===== config.mk =====
export PLATFORM = sky130hd
export DESIGN_NAME = pipe_stage_reg_flat
export DESIGN_NICKNAME = d
export VERILOG_FILES = /design/src/rtl/pipe_stage_reg_pkg.sv /design/src/rtl/pipe_stage_reg_if.sv /design/src/rtl/pipe_stage_reg_entry.sv /design/src/rtl/pipe_stage_reg.sv /design/src/flat_wrapper.sv
export SDC_FILE = /design/constraint.sdc
export NUM_CORES = 1
export LEC_CHECK = 0
export ABC_AREA = 1
export ABC_CLOCK_PERIOD_IN_PS = 4000
export BUFFER_PORTS_ARGS = -buffer_cell sky130_fd_sc_hd__buf_2
export CAP_MARGIN = 20
export CORE_AREA = 2 2 124 126
export DETAILED_ROUTE_END_ITERATION = 10
export DIE_AREA = 0 0 126 128
export PLACE_DENSITY = 0.75
export SLEW_MARGIN = 10
export SYNTH_ARGS = -nofsm -noshare
export SYNTH_HDL_FRONTEND = slang
export SYNTH_SLANG_ARGS = --single-unit

===== constraint.sdc =====
create_clock -name clk -period 4 [get_ports clk]
set_input_delay 0.8 -clock clk [delete_from_list [all_inputs] [get_ports clk]]
set_output_delay 0.8 -clock clk [all_outputs]
set_load 0.03 [all_outputs]

===== src/rtl/pipe_stage_reg_pkg.sv =====
// Shared definitions for the RV32I inter-stage pipeline registers:
// control-bundle bit positions, the NOP encoding and per-stage data widths.
package pipe_pkg;

  localparam int unsigned CTRL_W_DEF = 6;

  typedef enum int unsigned {
    CTRL_ULA         = 0,
    CTRL_MUX_RES_ULA = 1,
    CTRL_MEM_RD      = 2,
    CTRL_MEM_WR      = 3,
    CTRL_REG_WR      = 4,
    CTRL_MUX_REG_WR  = 5
  } ctrl_bit_e;

  localparam logic [CTRL_W_DEF-1:0] CTRL_NOP = '0;

  localparam int unsigned DATA_W_IF_ID  = 64;
  localparam int unsigned DATA_W_ID_EX  = 144;
  localparam int unsigned DATA_W_EX_MEM = 101;
  localparam int unsigned DATA_W_MEM_WB = 69;

  function automatic logic is_nop(input logic [CTRL_W_DEF-1:0] c);
    return c == CTRL_NOP;
  endfunction

endpackage


===== src/rtl/pipe_stage_reg_if.sv =====
// Valid/ready beat bus carrying a control bundle and a data bundle.
interface pipe_stage_reg_if #(
  parameter int unsigned CTRL_W = 6,
  parameter int unsigned DATA_W = 144
);
  logic              valid;
  logic              ready;
  logic [CTRL_W-1:0] ctrl;
  logic [DATA_W-1:0] data;

  modport master (output valid, ctrl, data, input ready);
  modport slave  (input valid, ctrl, data, output ready);
endinterface


===== src/rtl/pipe_stage_reg_entry.sv =====
// One held beat: enable-loaded ctrl/data/valid register with a squash input
// that clears valid and ctrl but leaves the data bits alone.
module pipe_entry #(
  parameter int unsigned CTRL_W = 6,
  parameter int unsigned DATA_W = 144
) (
  input  logic              clk,
  input  logic              rst,
  input  logic              clr,
  input  logic              en,
  input  logic              d_valid,
  input  logic [CTRL_W-1:0] d_ctrl,
  input  logic [DATA_W-1:0] d_data,
  output logic              q_valid,
  output logic [CTRL_W-1:0] q_ctrl,
  output logic [DATA_W-1:0] q_data
);

  always_ff @(posedge clk) begin
    if (rst) begin
      q_valid <= 1'b0;
      q_ctrl  <= '0;
      q_data  <= '0;
    end else if (clr) begin
      q_valid <= 1'b0;
      q_ctrl  <= '0;
    end else if (en) begin
      q_valid <= d_valid;
      q_ctrl  <= d_ctrl;
      q_data  <= d_data;
    end
  end

endmodule


===== src/rtl/pipe_stage_reg.sv =====
// Inter-stage pipeline register with stall, flush, optional skid entry
// and a saturating bubble counter for the downstream stage.
module pipe_stage_reg
  import pipe_pkg::*;
#(
  parameter int unsigned DATA_W = DATA_W_ID_EX,
  parameter int unsigned CTRL_W = CTRL_W_DEF,
  parameter int unsigned SKID   = 0,
  parameter int unsigned CNT_W  = 16
) (
  input  logic                clk,
  input  logic                rst,
  input  logic                flush,
  pipe_stage_reg_if.slave     up,
  pipe_stage_reg_if.master    dn,
  output logic [CNT_W-1:0]    bubble_cnt
);

  logic              main_valid;
  logic [CTRL_W-1:0] main_ctrl;
  logic [DATA_W-1:0] main_data;
  logic              main_en;
  logic              main_d_valid;
  logic [CTRL_W-1:0] main_d_ctrl;
  logic [DATA_W-1:0] main_d_data;
  logic              in_xfer;
  logic              out_xfer;

  assign in_xfer  = up.valid & up.ready;
  assign out_xfer = main_valid & dn.ready;

  assign dn.valid = main_valid;
  assign dn.data  = main_data;
  assign dn.ctrl  = main_valid ? main_ctrl : CTRL_W'(CTRL_NOP);

  pipe_entry #(.CTRL_W(CTRL_W), .DATA_W(DATA_W)) u_main (
    .clk     (clk),
    .rst     (rst),
    .clr     (flush),
    .en      (main_en),
    .d_valid (main_d_valid),
    .d_ctrl  (main_d_ctrl),
    .d_data  (main_d_data),
    .q_valid (main_valid),
    .q_ctrl  (main_ctrl),
    .q_data  (main_data)
  );

  if (SKID == 0) begin : g_single
    assign up.ready = dn.ready | ~main_valid;

    always_comb begin
      main_en      = in_xfer | out_xfer;
      main_d_valid = in_xfer;
      main_d_ctrl  = up.ctrl;
      main_d_data  = up.data;
    end
  end else begin : g_skid
    logic              skid_valid;
    logic [CTRL_W-1:0] skid_ctrl;
    logic [DATA_W-1:0] skid_data;
    logic              skid_en;
    logic              skid_d_valid;

    // in_ready comes straight from a flop, so no combinational path from out_ready.
    assign up.ready = ~skid_valid;

    always_comb begin
      main_en      = 1'b0;
      main_d_valid = in_xfer;
      main_d_ctrl  = up.ctrl;
      main_d_data  = up.data;
      skid_en      = 1'b0;
      skid_d_valid = 1'b0;
      if (out_xfer) begin
        main_en = 1'b1;
        if (skid_valid) begin
          main_d_valid = 1'b1;
          main_d_ctrl  = skid_ctrl;
          main_d_data  = skid_data;
          skid_en      = 1'b1;
        end
      end else if (in_xfer) begin
        if (!main_valid) begin
          main_en = 1'b1;
        end else begin
          skid_en      = 1'b1;
          skid_d_valid = 1'b1;
        end
      end
    end

    pipe_entry #(.CTRL_W(CTRL_W), .DATA_W(DATA_W)) u_skid (
      .clk     (clk),
      .rst     (rst),
      .clr     (flush),
      .en      (skid_en),
      .d_valid (skid_d_valid),
      .d_ctrl  (up.ctrl),
      .d_data  (up.data),
      .q_valid (skid_valid),
      .q_ctrl  (skid_ctrl),
      .q_data  (skid_data)
    );
  end

  always_ff @(posedge clk) begin
    if (rst) begin
      bubble_cnt <= '0;
    end else if (dn.ready && !main_valid && bubble_cnt != '1) begin
      bubble_cnt <= bubble_cnt + 1'b1;
    end
  end

endmodule


===== src/flat_wrapper.sv =====
// flat-port wrapper written by rule: the top's interface ports become plain ports
module pipe_stage_reg_flat import pipe_pkg::*;
#(
  parameter int unsigned DATA_W = DATA_W_ID_EX,
  parameter int unsigned CTRL_W = CTRL_W_DEF,
  parameter int unsigned SKID   = 0,
  parameter int unsigned CNT_W  = 16
)
  (clk, rst, flush, bubble_cnt, up_valid, up_ctrl, up_data, up_ready, dn_valid, dn_ctrl, dn_data, dn_ready);
  pipe_stage_reg_if #(.CTRL_W(CTRL_W), .DATA_W(DATA_W)) up_i ();
  pipe_stage_reg_if #(.CTRL_W(CTRL_W), .DATA_W(DATA_W)) dn_i ();
  input  logic clk;
  input  logic rst;
  input  logic flush;
  output logic [CNT_W-1:0] bubble_cnt;
  input wire logic [$bits(up_i.valid)-1:0] up_valid;
  input wire logic [$bits(up_i.ctrl)-1:0] up_ctrl;
  input wire logic [$bits(up_i.data)-1:0] up_data;
  output wire logic [$bits(up_i.ready)-1:0] up_ready;
  output wire logic [$bits(dn_i.valid)-1:0] dn_valid;
  output wire logic [$bits(dn_i.ctrl)-1:0] dn_ctrl;
  output wire logic [$bits(dn_i.data)-1:0] dn_data;
  input wire logic [$bits(dn_i.ready)-1:0] dn_ready;
  assign up_i.valid = up_valid;
  assign up_i.ctrl = up_ctrl;
  assign up_i.data = up_data;
  assign up_ready = up_i.ready;
  assign dn_valid = dn_i.valid;
  assign dn_ctrl = dn_i.ctrl;
  assign dn_data = dn_i.data;
  assign dn_i.ready = dn_ready;
  pipe_stage_reg #(.DATA_W(DATA_W), .CTRL_W(CTRL_W), .SKID(SKID), .CNT_W(CNT_W)) u_core (.clk(clk), .rst(rst), .flush(flush), .up(up_i), .dn(dn_i), .bubble_cnt(bubble_cnt));
endmodule

==> results of run 1 <==
## worst max-delay path, cell delays in order (launching register included)
cell     delay [ns]
dfxtp_1        0.57
nand2_1        0.18
o21ai_4        0.16
nor2_8         0.15
inv_4          0.43
buf_4          0.52
nor2_1         0.08
nor2_1         0.17
## Yosys cell counts
library cell / count / share of area
o21ai_1: 10 / 0.0081
inv_2: 1 / 0.00061
nor3_1: 2 / 0.0016
nand2_1: 45 / 0.027
a21oi_1: 11 / 0.0089
o21ai_4: 1 / 0.0026
and3_1: 1 / 0.0010
inv_1: 21 / 0.013
nor2_1: 348 / 0.21
nor2_8: 1 / 0.0032
buf_2: 16 / 0.013
dfxtp_1: 167 / 0.54
nand3_1: 19 / 0.015
nand3_2: 1 / 0.0016
o21ai_0: 142 / 0.11
nand4_1: 4 / 0.0040
buf_6: 8 / 0.015
ha_1: 1 / 0.0020
clkbuf_1: 25 / 0.015
inv_4: 1 / 0.0010
## metrics by stage
step | hold slack, ns | setup WS, ns | cells
finish | 0.492 | 1.63 | 1323
global route | 0.518 | 1.38 | 1323
CTS | 0.494 | 1.63 | 1323
detailed placement | 0.477 | 1.34 | 1292
global placement | 0.475 | 1.38 | 1292
floorplan | 0.455 | 2.02 | 825
## path summary, 6_finish.rpt
kind	startpoint	to	slack [ns]	cells past startpoint
worst min-delay path	u_core.u_main.q_ctrl[0]	u_core.u_main.q_ctrl[0]	0.49	2
worst max-delay path	u_core.u_main.q_valid	u_core.u_main.q_data[107]	1.63	7
worst min register to register	u_core.u_main.q_ctrl[0]	u_core.u_main.q_ctrl[0]	0.49	2
worst max register to register	u_core.u_main.q_valid	u_core.u_main.q_data[107]	1.63	7
## per-layer routing
metal / global-route usage / up-vias
li1: - / 3223
met1: 0.265 / 2794
met2: 0.336 / 235
met3: 0.0659 / 35
met4: 0.0911 / 0
met5: 0 / -
## state kept, by name, summed over array words and instances (netlist names)
register / count
u_core.bubble_cnt: 16
u_core.u_main.q_data: 144
u_core.u_main.q_valid: 1
u_core.u_main.q_ctrl: 6
## kinds of logic (layout without fill, tap and decap cells)
logic type | Yosys count | in the layout
and+or+nand+nor | 421 | 421
AOI/OAI and AO/OA | 164 | 164
adders and majority gates | 1 | 1
DFF | 167 | 167
buffers and inverters | 72 | 382
## where the power goes
part           switching, mW  internal, mW
clock                  0.689         0.930
combinational          0.457         0.198
sequential            0.0546          1.78
## cell type report
type / instances / area (sq um) / area share
flip-flops and latches: 167 / 3340 / 0.398
multi-input cells: 586 / 2490 / 0.296
repair buffers: 328 / 1670 / 0.199
clock buffers: 19 / 433 / 0.0515
well taps: 188 / 235 / 0.0280
clock inverters: 12 / 144 / 0.0171
inverters: 23 / 90.1 / 0.0107
==> metrics.md, run 1 <==
| Metric | Value |
|---|---|
| Worst-case clock buffer depth | 2 |
| Cell leakage power | 4.39 nW |
| Most common cell after layout, fill and taps aside | nor2_1 |
| Clk pin slew, worst setup/hold paths | 0.07 ns |
| Metal2 WL | 8310 microns |
| Status | finished clean |
| DRC | 0 |
| Final Hold Viols | 0 |
| Via count of the first global-routing pass | 5,715 |
| Syn. warnings | 0 |
| Hold WC Path Type | reg2reg |
| Gr usage total | 0.211 |
| Antenna fix cells | 0 |
| Share of cells above drive strength 1 | 0.320 |
| DR top layer | met4 |
| Most frequent cells in the layout | 348 x nor2_1, 322 x buf_2, 167 x dfxtp_1 |
| Worst-Margin Slew | 0.558 ns |
| Final setup violation count | 0 |
| CTS root buffer | clkbuf_16 |
| Routed wl met3 | 1370 microns |
| Fraction of synthesized area in multiplexers | 0 |
| Die width | 126 microns |
| Final setup TNS | 0 ns |
| Detailed Routing Iterations Pass 1 | 5 |
| Post-CTS Setup Inserts | 0 |
| Max Slew Vio Count | 0 |
| Critical Path AT | 2.70 ns |
| Core area | 14,900 sq um |
| Yosys reg bits | 167 |
| Crit path capture type | flop |
| Clock Skew | 0.00833 ns |
| Headroom to the max-slew limit | 0.628 |
| Placed Area | 7820 sq um |
| Seq/Total Area, Yosys | 0.541 |
| Total power | 4.11 mW |
| Largest family of logic cells by synthesized area | simple AND/OR/NAND/NOR gates |
| Unrepaired setup endpoints after global routing | no |
| Cell Area, Synth | 6180 sq um |
| H-tree depth | 4 |
| First-pass GRT wire length | 27,700 microns |
| Fillers | 1,424 |
| Largest net degree at the start of global routing | 76 |
| DRT antenna net count | 0 |
| Pwr per Cell Area | 489 nW/um^2 |
| Synth Area in Compound Gates | 0.135 |
| Syn_nets | 981 |
| Die area | 16,100 sq um |
| Post-cts gate resize count | 0 |
| Worst-path fanout max | 55 |
| Mapped Cells | 825 |
| Design Area, Final | 8400 sq um |
| Startpoint types | flop |
| Post-CTS Hold Buffers | 0 |
| Area delta synth->final | 35.9% |
| Netlist cell types | 20 |
| Synth Area in Simple Gates | 0.266 |
| XOR/XNOR Fraction of Synth Area | 0 |
| # nets final | 1,279 |
| Routed WL | 17,600 microns |
| Fin crit share | 0.592 |
| Peak supply drop | 0.000260 V |
| CTS tree | done |
| Clock sinks | 167 |
| Final core utilization | 0.565 |
| Drt wl/cell | 13.3 microns |
| Ports | 323 |
| PortBufs | 322 |
| GP Congestion | 0.864 |
| TritonCTS Buffers | 17 |
| Min cycle time layout | 2.37 ns |
| Number of vias per cell | 4.75 |
| Final HPWL DP | 12,100 microns |
| Clock latency at the later pin of the worst-skew pair | 0.41 ns |
| Die Y | 128 microns |
| Max-Cap Viols | 0 |
| CP required | 4.33 ns |
| Synth Area in Adders | 0.00202 |
| Metal-1 WL | 7490 microns |
| Remaining Overflow, GRT | 0 |
| DRT iter0 DRCs | 383 |
| Antenna violations before repair | 0 |
| Via count | 6,287 |
| Crit path kind | reg2reg |
| Synthesized area per cell | 7.49 sq um |
| Initial core utilization | 0.416 |
| Rows | 45 |
| Fmax | 422 MHz |
(Power assumes the default switching activity.)
==> inputs of run 2 (changes only) <==
- ABC_AREA: 1 -> 0
- ABC_CLOCK_PERIOD_IN_PS: 4000 -> 2000
- CORE_AREA: 2 2 124 126 -> unset
- CORE_MARGIN: unset -> 2
- CORE_UTILIZATION: unset -> 40
- DIE_AREA: 0 0 126 128 -> unset
- clock period: 4 -> 2 ns (I/O delays scaled with it)
==> metrics.md, run 2 <==
| Metric | Value |
|---|---|
| Syn_nets | 907 (was 981) |
| Rows | 44 (was 45) |
| Yosys reg bits | 167 (unchanged) |
| PortBufs | 322 (unchanged) |
| Min cycle time layout | 1.83 ns (was 2.37 ns) |
| Yosys top cell area share | 0.553 (was 0.541) |
| Die Y | 127 microns (was 128 microns) |
| Most numerous cell in the Yosys netlist | nand2_1 (was nor2_1) |
| Crit path capture type | flop (unchanged) |
| DRC | 0 (unchanged) |
| Die width | 127 microns (was 126 microns) |
| Fillers | 1,371 (was 1,424) |
| Final HPWL DP | 11,800 microns (was 12,100 microns) |
| Total power | 8.04 mW (was 4.11 mW) |
| Most frequent cells in the layout | 321 x buf_2, 293 x nand2_1, 164 x dfxtp_1 (was 348 x nor2_1, 322 x buf_2, 167 x dfxtp_1) |
| Routed WL | 16,900 microns (was 17,600 microns) |
| Largest register by flop count | u_core.u_main.q_data (unchanged) |
| Biggest regs | u_core.u_main.q_data x144, u_core.bubble_cnt x16, u_core.u_main.q_ctrl x6 (unchanged) |
| DRT iter0 DRCs | 306 (was 383) |
| Slowest-stage cell, CP | or4_4 (was dfxtp_1) |
| Startpoint types | flop (unchanged) |
| Post-CTS Setup Inserts | 0 (unchanged) |
| Max reg flops | 144 (unchanged) |
| DRT antenna net count | 0 (unchanged) |
| First-pass GRT wire length | 26,300 microns (was 27,700 microns) |
| # nets final | 1,208 (was 1,279) |
| H-tree depth | 4 (unchanged) |
| Worst-Margin Slew | 0.709 ns (was 0.558 ns) |
| Unrepaired setup endpoints after global routing | no (unchanged) |
| Pwr per Cell Area | 953 nW/um^2 (was 489 nW/um^2) |
| Ports | 323 (unchanged) |
| Largest net degree at the start of global routing | 145 (was 76) |
| Hold WC Path Type | in2reg (was reg2reg) |
| Fmax | 546 MHz (was 422 MHz) |
| Antenna violations before repair | 0 (unchanged) |
| Post-cts gate resize count | 0 (unchanged) |
| Drt wl/cell | 13.6 microns (was 13.3 microns) |
| Core area | 14,600 sq um (was 14,900 sq um) |
| Clk pin slew, worst setup/hold paths | 0.07 ns (about the same) |
| Clock latency at the later pin of the worst-skew pair | 0.41 ns (about the same) |
| Max Slew Vio Count | 0 (unchanged) |
| CP required | 2.35 ns (was 4.33 ns) |
| Share of cells above drive strength 1 | 0.356 (was 0.320) |
| Async SR Flop Fraction | 0 (unchanged) |
| GP Congestion | 0.769 (was 0.864) |
| Critical Path AT | 2.18 ns (was 2.70 ns) |
| Netlist cell types | 38 (was 20) |
| Hold path depth | 3 (was 2) |
| Syn. warnings | 0 (unchanged) |
| Ordered list of cells on the worst path | nand3_2 > or4_4 > or4_1 > a21oi_1 (was nand2_1 > o21ai_4 > nor2_8 > inv_4 > buf_4 > nor2_1 > nor2_1) |
| Headroom to the max-slew limit | 0.527 (was 0.628) |
| Peak supply drop | 0.000504 V (was 0.000260 V) |
| Final setup TNS | 0 ns (unchanged) |
| Area leader, netlist | dfxtp_1 (unchanged) |
| TritonCTS Buffers | 17 (unchanged) |
| Fin crit share | 0.916 (was 0.592) |
| Commonest cells in the synthesized netlist | 293 x nand2_1, 167 x dfxtp_1, 153 x a21oi_1 (was 348 x nor2_1, 167 x dfxtp_1, 142 x o21ai_0) |
| Antenna fix cells | 0 (unchanged) |
| Via count of the first global-routing pass | 5,536 (was 5,715) |
| Largest cells by area after synthesis | dfxtp_1 55%, nand2_1 18%, a21oi_1 13% (was dfxtp_1 54%, nor2_1 21%, o21ai_0 11%) |
| Gr usage total | 0.201 (was 0.211) |
| CTS root buffer | clkbuf_16 (unchanged) |
| Remaining Overflow, GRT | 0 (unchanged) |
| Crit path kind | reg2reg (unchanged) |
| Number of vias per cell | 4.85 (was 4.75) |
| Worst-case clock buffer depth | 2 (unchanged) |
| Most common cell after layout, fill and taps aside | buf_2 (was nor2_1) |
| Clock sinks | 167 (unchanged) |
| Die area | 16,100 sq um (about the same) |
| Cell leakage power | 3.94 nW (was 4.39 nW) |
| EDFF count, synth | 0 (unchanged) |
| Via count | 6,043 (was 6,287) |
| Mapped Cells | 751 (was 825) |
| Top FF cell, synth | dfxtp_1 (unchanged) |
| Initial core utilization | 0.413 (was 0.416) |
| Max-Cap Viols | 0 (unchanged) |
| Final setup violation count | 0 (unchanged) |
| Post-CTS Hold Buffers | 0 (unchanged) |
| Cell Area, Synth | 6040 sq um (was 6180 sq um) |
| Worst-path fanout max | 6 (was 55) |
| R2r worst-path depth | 4 (was 7) |
| Synthesized area per cell | 8.05 sq um (was 7.49 sq um) |
| Status | finished clean (unchanged) |
| Area delta synth->final | 39.6% (was 35.9%) |
| Delay of the slowest critical-path stage | 0.57 ns (about the same) |
| Clock Skew | 0.00809 ns (was 0.00833 ns) |
| CTS tree | done (unchanged) |
| Seq/Total Area, Yosys | 0.553 (was 0.541) |
| Detailed Routing Iterations Pass 1 | 5 (unchanged) |
| Final Hold Viols | 0 (unchanged) |
## run 2: cell types whose count changed after synthesis, sizes merged, moves of 8 or more
cell,previous run,this run
mux2i,0,8
inv,23,4
nor2,349,14
a21oi,11,153
nand2,45,293
o21ai,153,5
nand3,20,4
## run 2: final timing paths
check                       startpoint                         to  slack (ns)
max               u_core.bubble_cnt[3]      u_core.bubble_cnt[13]        0.17
min                        up_data[27]   u_core.u_main.q_data[27]        0.21
max reg2reg       u_core.bubble_cnt[3]      u_core.bubble_cnt[13]        0.17
min reg2reg  u_core.u_main.q_data[125]  u_core.u_main.q_data[125]        0.45
## run 2: kinds of logic (layout without fill, tap and decap cells)
family / count (synthesis) / in the layout / synth area share
xor gates and xnor gates: 1 / 1 / 0.00145
DFF: 167 / 167 / 0.553
muxes: 10 / 10 / 0.0190
and+or+nand+nor: 349 / 349 / 0.239
adders and majority gates: 1 / 1 / 0.00207
buffers and inverters: 55 / 367 / 0.0406
AOI/OAI and AO/OA: 168 / 168 / 0.144
## run 2: critical path, delay by kind of cell (launching register included)
family             cells  cell delay (ns)
DFF                    1             0.42
and+or+nand+nor        3             1.20
AOI/OAI and AO/OA      1             0.14
## run 2: report_power, final
group / switching (mW) / leakage, nW / total (mW) / internal [mW]
Sequential: 0.0752 / 1.36 / 3.56 / 3.48
Clock: 1.35 / 0.299 / 3.45 / 2.10
Combinational: 0.689 / 2.28 / 1.04 / 0.346
## run 2: through the flow
step	utilization	setup WS (ns)	area, sq um	hold WS (ns)	cells
global placement	0.534	0.181	7810	0.438	1217
CTS	0.576	0.166	8430	0.196	1247
floorplan	-	0.0531	6050	0.455	751
global route	0.576	0.00194	8430	0.205	1247
detailed placement	0.534	0.122	7810	0.443	1217
finish	0.576	0.168	8430	0.214	1247
## run 2: layer usage
| metal | wire length (microns) | track usage | part of all wire | vias to the layer above |
|---|---|---|---|---|
| met4 | 463 | 0.0834 | 0.027 | 0 |
| met1 | 6780 | 0.227 | 0.40 | 2715 |
| met5 | 0 | 0 | 0 | - |
| met2 | 8280 | 0.349 | 0.49 | 237 |
| met3 | 1420 | 0.0675 | 0.084 | 30 |
| li1 | - | - | - | 3061 |
## run 2: area by class of cell
| class | count | area (sq um) | share of cell area |
|---|---|---|---|
| repair buffers | 333 | 1760 | 0.209 |
| flip-flops and latches | 167 | 3350 | 0.397 |
| multi-input cells | 529 | 2460 | 0.292 |
| well taps | 184 | 230 | 0.0273 |
| clock inverters | 13 | 195 | 0.0231 |
| inverters | 4 | 15.0 | 0.00178 |
| clock buffers | 17 | 425 | 0.0504 |
==> inputs of run 3 (changes only) <==
- BUFFER_PORTS_ARGS: -buffer_cell sky130_fd_sc_hd__buf_2 -> unset
- CORE_AREA: unset -> 2 2 124 126
- CORE_MARGIN: 2 -> unset
- CORE_UTILIZATION: 40 -> unset
- CTS_BUF_LIST: unset -> sky130_fd_sc_hd__clkbuf_8
- DIE_AREA: unset -> 0 0 126 128
- DONT_BUFFER_PORTS: unset -> 1
- PLACE_DENSITY: 0.75 -> unset
==> metrics.md, run 3 (synthesis gave the netlist of run 2 again) <==
| Metric | Value |
|---|---|
| Status | finished clean (unchanged) |
| Clock sinks | 167 (unchanged) |
| Placed Area | 6350 sq um (was 7810 sq um) |
| H-tree depth | 4 (unchanged) |
| Final Hold Viols | 0 (unchanged) |
| Final setup TNS | 0 ns (unchanged) |
| R2r worst-path depth | 5 (was 4) |
| First-pass GRT wire length | 24,500 microns (was 26,300 microns) |
| CTS root buffer | clkbuf_8 (was clkbuf_16) |
| Share of cells above drive strength 1 | 0.101 (was 0.356) |
| Clock Skew | 0.0124 ns (was 0.00809 ns) |
| Pre-CTS setup slack | 0.134 ns (was 0.122 ns) |
| Total power | 6.72 mW (was 8.04 mW) |
| PortBufs | 0 (was 322) |
| Rows | 45 (was 44) |
| Clk pin slew, worst setup/hold paths | 0.09 ns (was 0.07 ns) |
| Hold path depth | 2 (was 3) |
| Hold WC Path Type | in2reg (unchanged) |
| Via count | 5,066 (was 6,043) |
| Critical Path AT | 2.21 ns (was 2.18 ns) |
| Min cycle time layout | 1.90 ns (was 1.83 ns) |
| Ports | 323 (unchanged) |
| DRT iter0 DRCs | 311 (was 306) |
| Unrepaired setup endpoints after global routing | no (unchanged) |
| Gr usage total | 0.190 (was 0.201) |
| Largest net degree at the start of global routing | 129 (was 145) |
| Final setup violation count | 0 (unchanged) |
| Routed WL | 16,200 microns (was 16,900 microns) |
| GP Congestion | 0.802 (was 0.769) |
| # nets final | 909 (was 1,208) |
| TritonCTS Buffers | 17 (unchanged) |
| Via count of the first global-routing pass | 4,928 (was 5,536) |
| Cell leakage power | 2.47 nW (was 3.94 nW) |
| Remaining Overflow, GRT | 0 (unchanged) |
| Max-Cap Viols | 0 (unchanged) |
| Most frequent cells in the layout | 293 x nand2_1, 164 x dfxtp_1, 153 x a21oi_1 (was 321 x buf_2, 293 x nand2_1, 164 x dfxtp_1) |
| DRT antenna net count | 0 (unchanged) |
| Crit path capture type | flop (unchanged) |
| Final HPWL DP | 11,300 microns (was 11,800 microns) |
| Die area | 16,100 sq um (about the same) |
| Fmax | 526 MHz (was 546 MHz) |
| Post-cts gate resize count | 0 (unchanged) |
| Number of vias per cell | 5.31 (was 4.85) |
| Fin crit share | 0.951 (was 0.916) |
| Design Area, Final | 6800 sq um (was 8430 sq um) |
| Detailed Routing Iterations Pass 1 | 4 (was 5) |
| Initial core utilization | 0.407 (was 0.413) |
| Worst-case clock buffer depth | 2 (unchanged) |
| Worst-Margin Slew | 0.487 ns (was 0.709 ns) |
| DRC | 0 (unchanged) |
| Biggest regs | u_core.u_main.q_data x144, u_core.bubble_cnt x16, u_core.u_main.q_ctrl x6 (unchanged) |
| Die width | 126 microns (was 127 microns) |
| Worst-path fanout max | 5 (was 6) |
| Max Slew Vio Count | 0 (unchanged) |
| Drt wl/cell | 16.9 microns (was 13.6 microns) |
| CTS tree | done (unchanged) |
| Largest register by flop count | u_core.u_main.q_data (unchanged) |
| Antenna fix cells | 0 (unchanged) |
| Startpoint types | flop (unchanged) |
| Pwr per Cell Area | 989 nW/um^2 (was 953 nW/um^2) |
| Core area | 14,900 sq um (was 14,600 sq um) |
| Clock latency at the later pin of the worst-skew pair | 0.44 ns (was 0.41 ns) |
| Peak supply drop | 0.000518 V (was 0.000504 V) |
| Fillers | 1,447 (was 1,371) |
| Headroom to the max-slew limit | 0.675 (was 0.527) |
| Final Worst Setup Slack | 0.0988 ns (was 0.168 ns) |
| Antenna violations before repair | 0 (unchanged) |
| Crit path kind | reg2reg (unchanged) |
| Max reg flops | 144 (unchanged) |
| Die Y | 128 microns (was 127 microns) |
| Area delta synth->final | 12.5% (was 39.6%) |
| CP required | 2.31 ns (was 2.35 ns) |
| Fin Hold WS | 0.0740 ns (was 0.214 ns) |
| Most common cell after layout, fill and taps aside | nand2_1 (was buf_2) |
| Post-CTS Setup Inserts | 0 (unchanged) |
-- run 3: changes by cell type in the layout (fill, tap and decap cells not counted), sizes merged --
| cell | before | now |
|---|---|---|
| inv | 9 | 8 |
| bufinv | 4 | 2 |
| clkbuf | 17 | 18 |
| clkinv | 2 | 6 |
| dlygate4sd3 | 0 | 3 |
| buf | 333 | 31 |
-- run 3: path summary, 6_finish.rpt --
kind                           startpoint                      end  slack, ns
setup / recovery     u_core.bubble_cnt[0]    u_core.bubble_cnt[10]        0.1
hold / removal                   up_valid    u_core.u_main.q_valid       0.07
setup reg to reg     u_core.bubble_cnt[0]    u_core.bubble_cnt[10]        0.1
hold reg to reg   u_core.u_main.q_ctrl[5]  u_core.u_main.q_ctrl[5]       0.51
-- run 3: critical path: stages, from the launching register on --
cell      delay [ns]
dfxtp_2         0.34
ha_1            0.23
nand4_1         0.20
or3b_2          0.53
o311ai_0        0.33
o41ai_1         0.13
-- run 3: power breakdown --
part / switching, mW / internal [mW]
Combinational: 0.260 / 0.165
Clock: 1.26 / 1.16
Sequential: 0.401 / 3.48
Total: 1.92 / 4.80
-- run 3: final cells by class --
| class | instances | area (sq um) | area share |
|---|---|---|---|
| clock buffers | 18 | 248 | 0.0365 |
| clock inverters | 14 | 151 | 0.0223 |
| inverters | 4 | 15.0 | 0.00221 |
| multi-input cells | 529 | 2460 | 0.362 |
| flip-flops and latches | 167 | 3350 | 0.492 |
| well taps | 188 | 235 | 0.0346 |
| repair buffers | 34 | 338 | 0.0497 |
-- run 3: timing repair --
action                     CTS  global route
setup endpoints to repair    0             1
hold buffers                 4             0
hold endpoints to repair    33             0
-- run 3: per-stage QoR --
stage	util	cells
6_report	0.457	954
5_1_grt	0.457	954
4_1_cts	0.457	954
3_5_place_dp	0.427	918
3_3_place_gp	0.427	918
2_1_floorplan	-	751
-- run 3: metal layers --
| metal | up-vias | share of wire | track usage |
|---|---|---|---|
| met1 | 2335 | 0.39 | 0.210 |
| met2 | 242 | 0.50 | 0.323 |
| met3 | 26 | 0.086 | 0.0718 |
| met5 | - | 0 | 0 |
| li1 | 2463 | - | - |
| met4 | 0 | 0.021 | 0.0886 |
